===== config.mk =====
export PLATFORM = sky130hd
export DESIGN_NAME = run_detector_n
export DESIGN_NICKNAME = d
export VERILOG_FILES = /design/src/rtl/run_detector_n.sv
export SDC_FILE = /design/constraint.sdc
export NUM_CORES = 1
export LEC_CHECK = 0
export ABC_AREA = 1
export BUFFER_PORTS_ARGS = -buffer_cell sky130_fd_sc_hd__buf_2
export CAP_MARGIN = 20
export CELL_PAD_IN_SITES_DETAIL_PLACEMENT = 1
export CELL_PAD_IN_SITES_GLOBAL_PLACEMENT = 2
export CORE_AREA = 5 5 48 50
export DETAILED_ROUTE_END_ITERATION = 10
export DIE_AREA = 0 0 53 55
export PLACE_DENSITY = 0.72
export SLEW_MARGIN = 20
export SYNTH_ARGS = -nofsm -noshare
export SYNTH_HDL_FRONTEND = slang
export SYNTH_SLANG_ARGS = --single-unit

===== constraint.sdc =====
create_clock -name clk -period 4.5 [get_ports clk]
set_input_delay 0.45 -clock clk [delete_from_list [all_inputs] [get_ports clk]]
set_output_delay 0.45 -clock clk [all_outputs]
set_load 0.02 [all_outputs]

===== src/rtl/run_detector_n.sv =====
// Purpose : per-channel detector for runs of consecutive 1's with a runtime threshold,
//           overlapping / non-overlapping mode and an enable qualifier.
// Latency : out is combinational (0 cycles); out_q and run_len are registered (1 cycle).
// Backpress: none. Inputs are sampled only when en=1, and en=0 freezes the run counters.
//
// Ports:
//   clk      rising-edge clock
//   reset_n  synchronous active-low reset
//   en       sample strobe; in[] is evaluated only when en=1
//   clr      synchronous clear of all run counters (wins over en)
//   mode     0 = overlapping hits, 1 = counter restarts after each hit
//   thresh   run length required for a hit; 0 disables detection
//   in       one data bit per channel
//   out      Mealy hit per channel (combinational)
//   out_q    out registered
//   run_len  registered run counter, channel i at [i*CNT_W +: CNT_W]
module run_detector_n #(
    parameter int CHANNELS = 1,
    parameter int CNT_W    = 4
) (
    input  logic                      clk,
    input  logic                      reset_n,
    input  logic                      en,
    input  logic                      clr,
    input  logic                      mode,
    input  logic [CNT_W-1:0]          thresh,
    input  logic [CHANNELS-1:0]       in,
    output logic [CHANNELS-1:0]       out,
    output logic [CHANNELS-1:0]       out_q,
    output logic [CHANNELS*CNT_W-1:0] run_len
);

    logic [CHANNELS-1:0][CNT_W-1:0] cnt_q;
    logic [CHANNELS-1:0][CNT_W-1:0] cnt_d;
    // One extra bit so a saturated counter still compares correctly against thresh.
    logic [CHANNELS-1:0][CNT_W:0]   inc;
    logic [CHANNELS-1:0]            hit;
    logic [CNT_W:0]                 thr_ext;
    logic                           thr_nz;

    assign thr_ext = {1'b0, thresh};
    assign thr_nz  = |thresh;

    always_comb begin
        inc   = '0;
        hit   = '0;
        cnt_d = cnt_q;
        for (int i = 0; i < CHANNELS; i++) begin
            inc[i] = {1'b0, cnt_q[i]} + 1'b1;
            hit[i] = reset_n & ~clr & en & in[i] & thr_nz & (inc[i] >= thr_ext);

            if (clr) begin
                cnt_d[i] = '0;
            end else if (!en) begin
                cnt_d[i] = cnt_q[i];              // en gaps are transparent to a run
            end else if (!in[i]) begin
                cnt_d[i] = '0;
            end else if (mode && hit[i]) begin
                cnt_d[i] = '0;                    // non-overlapping: next run starts fresh
            end else if (inc[i][CNT_W]) begin
                cnt_d[i] = '1;                    // saturate rather than wrap
            end else begin
                cnt_d[i] = inc[i][CNT_W-1:0];
            end
        end
    end

    always_ff @(posedge clk) begin
        if (!reset_n) begin
            cnt_q <= '0;
            out_q <= '0;
        end else begin
            cnt_q <= cnt_d;
            out_q <= hit;
        end
    end

    assign out     = hit;
    assign run_len = cnt_q;

endmodule

Yosys cells after proc, flatten, opt, wreduce, memory -nomap -nowiden
Cells that the tools add are included.
Widths: inputs -> output; s select.
{"block": "totals", "ff_bits": 5, "word_cells": 17, "output_inout_bits": 6, "input_bits": 10}
{"block": "classes", "n_mux": 3, "n_bitwise": 7, "reduce_logical": 3, "addsub": 1, "n_lt_le_gt_ge": 1}
{"op": "$mux 4", "n": 3}
{"op": "$add 4x1->5 const B", "n": 1}
{"op": "$and 1x1->1", "n": 5}
{"op": "$ge 5x4->1", "n": 1}
{"op": "$reduce_or 4->1", "n": 1}
{"op": "$not 1->1", "n": 2}
{"op": "$reduce_or 2->1", "n": 1}
{"op": "$logic_and 1x1->1", "n": 1}

Depth between registers and ports, before layout
Gate-level depths: netlist of the first run.
{"block": "logic_depth", "word_depth": 9, "depth_mapped": 14}

Worst setup path before layout of the first run
No wires, ideal clock.
{"block": "synth_path", "kind": "register to output", "start": "register cnt_q, in the netlist run_len[0]", "end": "output out", "t_arrival_ps": 1694, "path_stages_with_launch": 13, "path_buffers": 0, "t_required_ps": 4050, "setup_slack_ps": 2356, "path_cell_list": "dfxtp_1 > ha_1 > nand2_1 > inv_2 > nor2_1 > ha_1 > nand2_1 > inv_1 > nand2_1 > nand2_1 > nand2_4 > nand2_2 > and2_1"}
{"block": "synth_via", "elab_chain_len": 3}
{"element": "start: declaration", "line_no": "33", "rtl": "logic [CHANNELS-1:0][CNT_W-1:0] cnt_q;"}
{"element": "start signal: assignment", "line_no": "73", "rtl": "cnt_q <= cnt_d;"}
{"element": "$add 4x1->5", "line_no": "49", "rtl": "inc[i] = {1'b0, cnt_q[i]} + 1'b1;"}
{"element": "$ge 5x4->1", "line_no": "50", "rtl": "hit[i] = reset_n & ~clr & en & in[i] & thr_nz & (inc[i] >= thr_ext);"}
{"element": "$and 1x1->1", "line_no": "50"}
{"element": "end: declaration", "line_no": "28", "rtl": "output logic [CHANNELS-1:0] out,"}
No other way between the ends.

Final worst setup path of the first run
Ends and elaborated chain as after synthesis.

==> results of run 1 <==
[metal layers]
layer | global-route usage | wire length [um]
met5 | 0 | 0
met4 | 0.03830 | 0
met3 | 0.01340 | 62
met2 | 0.1550 | 510
met1 | 0.08640 | 467
[kinds of logic after synthesis]
| logic type | after synthesis |
|---|---|
| simple gates | 34 |
| buf+inv | 13 |
| flops | 5 |
| fa+ha+maj | 5 |
| compound gates | 7 |
[cell type report]
| class | instances | area [um^2] |
|---|---|---|
| Clock buffer | 4 | 26.28 |
| Fill cell | 256 | 1315 |
| Inverter | 13 | 48.80 |
| Multi-Input combinational cell | 46 | 262.8 |
| Sequential cell | 5 | 100.1 |
| Tap cell | 27 | 33.78 |
| Timing Repair Buffer | 15 | 75.07 |
[cells in the mapped netlist (all sizes together)]
library cell  number  area share
a21oi              6       0.082
and2               2       0.030
dfxtp              5        0.24
ha                 5        0.15
inv               13        0.12
nand2             19        0.20
nand3              7       0.097
nor2               5       0.046
o21ai              1       0.012
or2                1       0.015
[metrics by stage]
step	instance area, um^2	worst slack, ns	hold WS, ns	total power [mW]	cells
floorplan	411.6	2.356	0.5666	0.05571	64
global placement	520.5	2.343	0.5087	0.06243	106
detailed placement	520.5	2.301	0.5236	0.06272	106
CTS	546.8	2.037	0.5295	0.1149	110
global route	546.8	1.905	0.5487	0.1196	110
finish	546.8	2.074	0.5200	0.1118	110
[sequential cells by signal (all words and copies together) (netlist names)]
signal,flops
run_len,4
out_q,1
[worst max-delay path: cells and delay by family (launching register included)]
family                     cells  cell delay (ns)
adders and majority gates      2             0.48
and+or+nand+nor                6             0.48
DFF                            1             0.42
buffers and inverters          2             0.23
AOI/OAI and AO/OA              1             0.13
[worst max path at each step]
stage / start / endpoint / slack [ns] / depth (start not counted)
after detailed placement: run_len[0]$_SDFFE_PP0P_ / out / 2.30 / 13
after floorplan: run_len[0]$_SDFFE_PP0P_ / out / 2.36 / 12
final: run_len[0]$_SDFFE_PP0P_ / out / 2.07 / 11
after global placement: run_len[0]$_SDFFE_PP0P_ / out / 2.34 / 13
after global routing: run_len[0]$_SDFFE_PP0P_ / out / 1.91 / 11
after CTS: run_len[0]$_SDFFE_PP0P_ / out / 2.04 / 11
[report_power, final]
group / total [mW] / internal, mW / switching (mW) / leakage, nW
clock network: 0.0503 / 0.0334 / 0.0169 / 0.0150
logic: 0.0162 / 0.00686 / 0.00930 / 0.263
registers: 0.0454 / 0.0449 / 0.000505 / 0.0404
total: 0.112 / 0.0851 / 0.0267 / 0.319
==> qor.yml, run 1 <==
critical_path:
  cp.required_ns: 4.05
  path_class: "reg2out"
  worstSetupEndpointType: "output port"
  cp_cell_sequence: "ha_1, nand2_1, inv_2, nor2_1, ha_1, a21oi_1, nand2_1, nand2_4, nand2_2, and2_1, buf_2"
  rr_worst_depth: 12
  slowest_delay_ns: 0.42
  critPathSlowestCell: "dfxtp_1"
  crit_arrival_ns: 1.98
  r2r_end: "run_len[2]$_SDFFE_PP0P_"
  crit_path_start_kind: "register"
  r2r_slack_ns: 2.66
  reg2reg_from: "run_len[0]$_SDFFE_PP0P_"
  critical_path.max_fanout: 6
clock_network:
  clk_latency_ns: 0.23
  clockRootBuffer: "clkbuf_4"
  cts_max_path_buffers: 2
  path_clk_slew_ns: 0.04
  cts_tree: "done"
  cts_buffers: 3
  h-tree-depth: 1
  cts.sinks: 5
  post_cts_buffers: 0
  cts-resized-gates: 0
  cts_hold_buf: 0
floorplan:
  die_area_um2: 2915
  io_pins: 16
  die_y_um: 55
  coreArea_um2: 1862
  rows: 16
  initial_core_util: 0.2211
  fp.dieW_um: 53
yosys:
  synth.avg_cell_area_um2: 6.432
  syn_nets: 79
  synthAdderAreaFrac: 0.1520
  synth-seq-area-share: 0.2432
  ys_types: 15
  synth_compound_area_frac: 0.09422
  yosys_warnings: 0
  synth_mux_area_frac: 0
  synth-simple-area-share: 0.3921
  synth-xor-area-share: 0
  ys_ff_latch: 5
  synth_top_family_by_area: "simple AND/OR/NAND/NOR gates"
  synth_area_um2: 411.6
  syn-instance-count: 64
power_and_ir_drop:
  vdd_ir_drop_max_mv: 0.07083
  cellPowerDensity_nw_per_um2: 204.5
  power.leakage_nw: 0.3186
timing:
  tightest_slew_ns: 0.2026
  fin_crit_ns: 2.426
  slew_headroom: 0.8648
  max_freq_mhz: 412.2
  hold_viol: 0
  setup_viol: 0
  finalCritPeriodShare: 0.5391
  setup_tns_ns: 0
  maxSlewViolCount: 0
  fin_worst_skew_ns: 0.0009279
  rsz0062_at_grt: "no"
run_status:
  status: "finished, final reports clean"
place:
  dp_hpwl_um: 938.4
  numPortBuffers: 15
  place_congestion: 0.7124
final_layout:
  layout-drive-gt1-share: 0.3133
  fin_util: 0.2937
  area_delta_synth_final_pct: 32.83
  final_common_cell: "nand2_1"
  insertedDiodeCount: 0
  final_cell_mix: "nand2_1, buf_2, inv_1"
  nets: 99
grt:
  grt-ovfl-total: 0
  grtUsageTotal: 0.08102
  grt_max_degree: 7
  antenna_found_initial: 0
  grt_pass1_wl_um: 1752
  grt_pass1_vias: 451
drt:
  first_iter_violations: 2
  routedWlPerCell_um: 9.455
  routed_via_density: 4.009
  wl_um: 1040
  ant_nets: 0
  drc: 0
  firstDrtPassIters: 2
  vias: 441
min_path:
  whs_endpoint: "run_len[1]$_SDFFE_PP0P_"
  min_path_cells: 2
  hp-class: "reg2reg"
  worstHoldStart: "run_len[1]$_SDFFE_PP0P_"
job:
  max_cap_violations: 0
Note: power is estimated with default switching activity, not from simulation.
==> run 2, diff against run 1 <==
Settings changed: ABC_AREA 1 to 0, CORE_AREA 5 5 48 50 to 5 5 50 52, DIE_AREA 0 0 53 55 to 0 0 55 57, PLACE_DENSITY 0.72 to 0.63.
Clock period 4.5 ns to 2.03 ns, I/O delays scaled along.
==> run 2 against run 1 <==
Core utilization decreased by 1.4 points. Cell area increased by 5.5%. Sequential share of layout area decreased by 0.52 points. Power increased by 130%. Wire length increased by 4.2%. Clock skew about the same. Highest routed layer unchanged. Via count decreased by 5.0%. Register-to-register slack got worse by 2.5 ns.
==> qor.yml, run 2 <==
yosys:
  synth_area_leaders: "dfxtp_1, ha_1, a31oi_1"  # was dfxtp_1, ha_1, nand2_1
  yosys.cell_count.top_type: "nand2_1"  # unchanged
  synth.avg_cell_area_um2: 8.550  # was 6.432 um^2
  yosys_warnings: 0  # unchanged
  yosys.area.top_type_share: 0.2439  # was 0.2432
  syn_nets: 63  # was 79
  yosysTopAreaCell: "dfxtp_1"  # unchanged
  ys_types: 21  # was 15
  ys.flop_type: "dfxtp_1"  # unchanged
  synth-seq-area-share: 0.2439  # was 0.2432
  synth_area_um2: 410.4  # was 411.6 um^2
  async_reset_ff_frac: 0  # unchanged
  ys_ff_latch: 5  # unchanged
  synth_edf_count: 0  # unchanged
  syn-instance-count: 48  # was 64
  synth_common_cells: "nand2_1, a31oi_1, dfxtp_1, ha_1"  # was nand2_1, inv_1, nand3_1
place:
  dp.cells: 92  # was 106
  dp_slack_ns: 0.08056  # was 2.301 ns
  dp_hpwl_um: 923.2  # was 938.4 um
  numPortBuffers: 15  # unchanged
  place_congestion: 0.7122  # was 0.7124
  dpl_cell_area_um2: 541.8  # was 520.5 um^2
critical_path:
  worstSetupEndpointType: "output port"  # unchanged
  crit_path_start_kind: "register"  # unchanged
  crit_arrival_ns: 1.80  # was 1.98 ns
  critical_path.max_fanout: 6  # unchanged
  path_class: "reg2out"  # unchanged
  cp.required_ns: 1.83  # was 4.05 ns
final_layout:
  layout-drive-gt1-share: 0.4412  # was 0.3133
  final_common_cell: "buf_2"  # was nand2_1
  area_delta_synth_final_pct: 40.55  # was 32.83%
  insertedDiodeCount: 0  # unchanged
  final_cell_mix: "buf_2, nand2_1, a31oi_1"  # was nand2_1, buf_2, inv_1
  regArea_um2: 102.6  # was 100.1 um^2
  nets: 84  # was 99
  design_area_um2: 576.8  # was 546.8 um^2
  fillCellCount: 259  # was 256
  fin_util: 0.2796  # was 0.2937
  multi_input_area_um2: 301.5  # was 262.8 um^2
  largest_register_ffs: 4  # unchanged
  layout.cells.non_filler: 96  # was 110
clock_network:
  path_clk_slew_ns: 0.04  # about the same
  clk_latency_ns: 0.24  # was 0.23 ns
  clockRootBuffer: "clkbuf_4"  # unchanged
  cts_buffers: 3  # unchanged
  cts_tree: "done"  # unchanged
  cts_hold_buf: 0  # unchanged
  cts.sinks: 5  # unchanged
  h-tree-depth: 1  # unchanged
  cts_max_path_buffers: 2  # unchanged
drt:
  wl_um: 1084  # was 1040 um
  first_iter_violations: 2  # unchanged
  vias: 419  # was 441
  firstDrtPassIters: 2  # unchanged
  wl_met3_um: 80  # was 62 um
  drc: 0  # unchanged
  ant_nets: 0  # unchanged
  top_layer: "met3"  # unchanged
  drt-met1-wl_um: 480  # was 467 um
  routedWlPerCell_um: 11.29  # was 9.455 um
  met2_wirelength_um: 524  # was 510 um
  routed_via_density: 4.365  # was 4.009
timing:
  finalCritPeriodShare: 0.9870
  tightest_slew_ns: 0.5627  # was 0.2026 ns
  fin_worst_skew_ns: 0.0006803  # was 0.0009279 ns
  slew_headroom: 0.6241  # was 0.8648
  rsz0062_at_grt: "yes"  # was no
  fin_crit_ns: 2.004
  setup_viol: 0  # unchanged
  layout_setup_ws_ns: 0.02641  # was 2.074 ns
  maxSlewViolCount: 0  # unchanged
  max_freq_mhz: 499.1
  hold_viol: 0  # unchanged
floorplan:
  initial_core_util: 0.1989  # was 0.2211
  fp.dieW_um: 55  # was 53 um
  rows: 17  # was 16
  coreArea_um2: 2063  # was 1862 um^2
  die_y_um: 57  # was 55 um
  die_area_um2: 3135  # was 2915 um^2
  io_pins: 16  # unchanged
min_path:
  hp-class: "in2reg"  # was reg2reg
grt:
  grtUsageTotal: 0.08209  # was 0.08102
  grt-ovfl-total: 0  # unchanged
  grt_pass1_wl_um: 1869  # was 1752 um
  grt_pass1_vias: 413  # was 451
  grt_max_degree: 9  # was 7
  antenna_found_initial: 0  # unchanged
job:
  max_cap_violations: 0  # unchanged
run_status:
  status: "finished, final reports clean"  # unchanged
power_and_ir_drop:
  power.leakage_nw: 0.2757  # was 0.3186 nW
  vdd_ir_drop_max_mv: 0.3699  # was 0.07083 mV
  cellPowerDensity_nw_per_um2: 442.3  # was 204.5 nW/um^2
[run 2: cell count changes after synthesis, sizes merged, moves of 3 or more]
cell	before	now
a31oi	0	6
nor2	5	2
a21oi	6	3
inv	13	3
nand3	7	1
nand2	19	7
[run 2: area by class of cell]
class	instances	area share
multi-input cells	38	0.5228
inverters	3	0.01952
clock buffers	4	0.04555
repair buffers	18	0.1735
flip-flops and latches	5	0.1779
well taps	28	0.06074
[run 2: path summary, 6_finish.rpt]
path | from | end | slack [ns] | cells past startpoint
max | run_len[0]$_SDFFE_PP0P_ | out | 0.03 | 8
min | clr | run_len[1]$_SDFFE_PP0P_ | 0.30 | 4
max reg2reg | run_len[0]$_SDFFE_PP0P_ | run_len[2]$_SDFFE_PP0P_ | 0.15 | 9
min reg2reg | run_len[1]$_SDFFE_PP0P_ | run_len[1]$_SDFFE_PP0P_ | 0.48 | 2
[run 2: cell families (layout without fill, tap and decap cells)]
kind of cell / after synthesis / count (layout) / synth area share
AOI/OAI and AO/OA: 13 / 13 / 0.2561
xor gates and xnor gates: 2 / 2 / 0.04269
adders and majority gates: 5 / 5 / 0.1524
buffers and inverters: 5 / 25 / 0.04574
DFF: 5 / 5 / 0.2439
and+or+nand+nor: 18 / 18 / 0.2592
[run 2: routing by layer]
layer | vias to the layer above | track usage
li1 | 216 | -
met1 | 195 | 0.1028
met2 | 8 | 0.1199
met3 | 0 | 0.05483
met4 | 0 | 0.01042
met5 | - | 0
[run 2: where the power goes]
group	internal (mW)	switching [mW]	leakage, nW
logic	0.0205	0.0206	0.219
clock network	0.0742	0.0389	0.0150
registers	0.0996	0.00115	0.0413
[run 2: what timing repair did]
action,4_1_cts,5_1_grt
buffers inserted,0,0
gates resized for setup,4,0
setup endpoints to repair,1,1
[run 2: per-stage QoR]
step	TNS, ns	hold WS [ns]	total power [mW]
3_3_place_gp	0	0.4838	0.1423
3_5_place_dp	0	0.5028	0.1431
6_report	0	0.3043	0.2551
4_1_cts	0	0.2978	0.2605
5_1_grt	-0.1022	0.3240	0.2769
2_1_floorplan	0	0.4108	0.1250
[run 2: worst max-delay path, stage by stage (launching register included)]
cell	delay, ns
dfxtp_2	0.34
ha_2	0.19
xor2_1	0.14
ha_1	0.30
nand2_1	0.07
o21ai_2	0.15
nand2_1	0.10
a21oi_2	0.12
buf_4	0.15
==> run 3, diff against run 2 <==
Settings changed: CORE_AREA 5 5 50 52 to 4 4 49 51, DIE_AREA 0 0 55 57 to 0 0 53 55.
==> run 3 against run 2 <==
Core utilization increased by 3.1 points. Register-to-register slack improved by 0.04 ns. Maximum frequency increased by 2.8%. Sequential share of layout area decreased by 0.77 points. Via count increased by 2.1%. Die area decreased by 7.0%. Global-route usage decreased by 0.055 points. Clock power about the same. Sequential cell count unchanged. Clock-buffer cell count unchanged. Power decreased by 0.20%. Critical endpoint unchanged. Largest power group unchanged.
==> qor.yml, run 3 (synthesis results as in run 2) <==
power_and_ir_drop:
  power.leakage_nw: 0.2873  # was 0.2757 nW
  pwr-share-seq: 0.394  # was 0.395
  p_sw_uw: 58.93  # was 60.73 uW
  pwr-share-clk: 0.435  # was 0.443
  vdd_ir_drop_max_mv: 0.2057  # was 0.3699 mV
  cellPowerDensity_nw_per_um2: 422.1  # was 442.3 nW/um^2
  p_int_uw: 195.7  # was 194.4 uW
  p_comb_frac: 0.171  # was 0.161
  p_sw_frac: 0.2315  # was 0.2381
final_layout:
  final_common_cell: "buf_2"  # unchanged
  largest_register_ffs: 4  # unchanged
  fillCellCount: 240  # was 259
  layout.cells.non_filler: 97  # was 96
  design_area_um2: 603.1  # was 576.8 um^2
  final_cell_mix: "buf_2, nand2_1, buf_4"  # was buf_2, nand2_1, a31oi_1
  insertedDiodeCount: 0  # unchanged
  area_delta_synth_final_pct: 46.95  # was 40.55%
  nets: 86  # was 84
  layout-drive-gt1-share: 0.4714  # was 0.4412
min_path:
  hp-class: "in2reg"  # unchanged
place:
  dpl_cell_area_um2: 533.0  # was 541.8 um^2
  dp.cells: 90  # was 92
  dp_hpwl_um: 922.6  # was 923.2 um
  numPortBuffers: 15  # unchanged
  place_congestion: 0.7211  # was 0.7122
drt:
  ant_nets: 0  # unchanged
  wl_um: 1067  # was 1084 um
  first_iter_violations: 0  # was 2
  drc: 0  # unchanged
  routed_via_density: 4.412  # was 4.365
  firstDrtPassIters: 1  # was 2
  vias: 428  # was 419
  routedWlPerCell_um: 11.00  # was 11.29 um
clock_network:
  cts_buffers: 3  # unchanged
  cts_hold_buf: 0  # unchanged
  clk_latency_ns: 0.23  # was 0.24 ns
  clockRootBuffer: "clkbuf_4"  # unchanged
  path_clk_slew_ns: 0.04  # about the same
  cts_tree: "done"  # unchanged
  cts.sinks: 5  # unchanged
  h-tree-depth: 1  # unchanged
  cts_max_path_buffers: 2  # unchanged
job:
  max_cap_violations: 0  # unchanged
grt:
  grt_max_degree: 9  # unchanged
  grt-ovfl-total: 0  # unchanged
  grt_pass1_wl_um: 1669  # was 1869 um
  antenna_found_initial: 0  # unchanged
  grt_pass1_vias: 374  # was 413
  grtUsageTotal: 0.08154  # was 0.08209
floorplan:
  coreArea_um2: 1942  # was 2063 um^2
  initial_core_util: 0.2113  # was 0.1989
  io_pins: 16  # unchanged
  fp.dieW_um: 53  # was 55 um
  die_y_um: 55  # was 57 um
  rows: 16  # was 17
  die_area_um2: 2915  # was 3135 um^2
critical_path:
  r2r_slack_ns: 0.19  # was 0.15 ns
  cp_cell_sequence: "ha_4, xor2_1, ha_1, nand2_1, o21ai_2, nand2_2, a21oi_2, buf_4"  # was ha_2, xor2_1, ha_1, nand2_1, o21ai_2, nand2_1, a21oi_2, buf_4
  crit_start: "run_len[1]$_SDFFE_PP0P_"  # was run_len[0]$_SDFFE_PP0P_
  crit_path_start_kind: "register"  # unchanged
  crit_arrival_ns: 1.75  # was 1.80 ns
  slowest_delay_ns: 0.34  # about the same
  rr_worst_depth: 9  # unchanged
  critPathSlowestCell: "dfxtp_2"  # unchanged
  critical_path.max_fanout: 4  # was 6
  path_class: "reg2out"  # unchanged
  crit_path_end: "out"  # unchanged
  cp.required_ns: 1.83  # about the same
  reg2reg_from: "run_len[1]$_SDFFE_PP0P_"  # was run_len[0]$_SDFFE_PP0P_
  r2r_end: "run_len[2]$_SDFFE_PP0P_"  # unchanged
  worstSetupEndpointType: "output port"  # unchanged
timing:
  setup_viol: 0  # unchanged
  hold_viol: 0  # unchanged
  fin_crit_ns: 1.950  # was 2.004 ns
  hold_ws_ns: 0.2940  # was 0.3043 ns
  setup_tns_ns: 0  # unchanged
  slew_headroom: 0.6527  # was 0.6241
  tightest_slew_ns: 0.5198  # was 0.5627 ns
  rsz0062_at_grt: "yes"  # unchanged
  max_freq_mhz: 512.8  # was 499.1 MHz
  fin_worst_skew_ns: 0.001040  # was 0.0006803 ns
  maxSlewViolCount: 0  # unchanged
  finalCritPeriodShare: 0.9606  # was 0.9870
run_status:
  status: "finished, final reports clean"  # unchanged
## run 3: worst min path at each step
stage                                       start                 endpoint  slack, ns  depth (start not counted)
after floorplan                               clr  run_len[1]$_SDFFE_PP0P_       0.41                          3
after global placement    run_len[1]$_SDFFE_PP0P_  run_len[1]$_SDFFE_PP0P_       0.48                          2
after detailed placement  run_len[1]$_SDFFE_PP0P_  run_len[1]$_SDFFE_PP0P_       0.49                          2
after CTS                                      en  run_len[1]$_SDFFE_PP0P_       0.29                          4
after global routing                          clr  run_len[1]$_SDFFE_PP0P_       0.32                          4
final                                          en  run_len[1]$_SDFFE_PP0P_       0.29                          4
## run 3: final cells by class
type / instances / area, um^2 / share of cell area
timing repair buffer: 20 / 115.1 / 0.1909
clock buffer: 4 / 26.28 / 0.04357
multi-input combinational: 38 / 314.1 / 0.5207
sequential: 5 / 102.6 / 0.1701
tap: 27 / 33.78 / 0.05602
inverter: 3 / 11.26 / 0.01867
## run 3: layer usage
metal  vias to the layer above  wire (um)  global-route usage
met5                         -          0                   0
li1                        221          -                   -
met2                        11        495              0.1219
met1                       196        526              0.1070
met3                         0         44             0.04021
met4                         0          0             0.01277
## run 3: metrics by stage
stage,worst slack [ns],util,total power [mW]
3_5_place_dp,0.05978,0.2745,0.1418
5_1_grt,-0.06843,0.3106,0.2764
2_1_floorplan,0.03702,-,0.1250
4_1_cts,0.02355,0.3009,0.2604
3_3_place_gp,0.09456,0.2745,0.1407
6_report,0.08007,0.3106,0.2546
## run 3: power by group through the flow
stage | Combinational (mW) | Sequential [mW] | Clock [mW]
global placement | 0.0390 | 0.102 | 0
detailed placement | 0.0401 | 0.102 | 0
global route | 0.0496 | 0.100 | 0.127
CTS | 0.0439 | 0.100 | 0.116
finish | 0.0435 | 0.100 | 0.111
floorplan | 0.0218 | 0.103 | 0
## run 3: worst max-delay path: cells and delay by family (launching register included)
family	cells	cell delay, ns
compound gates	2	0.26
flops	1	0.34
buf+inv	1	0.14
simple gates	2	0.15
xor+xnor	1	0.14
fa+ha+maj	2	0.48
## run 3: repair_timing
item | CTS | global route
gates resized for setup | 4 | 2
pin swaps | 1 | 4
buffers inserted | 1 | 2
endpoints found under the setup margin | 1 | 1
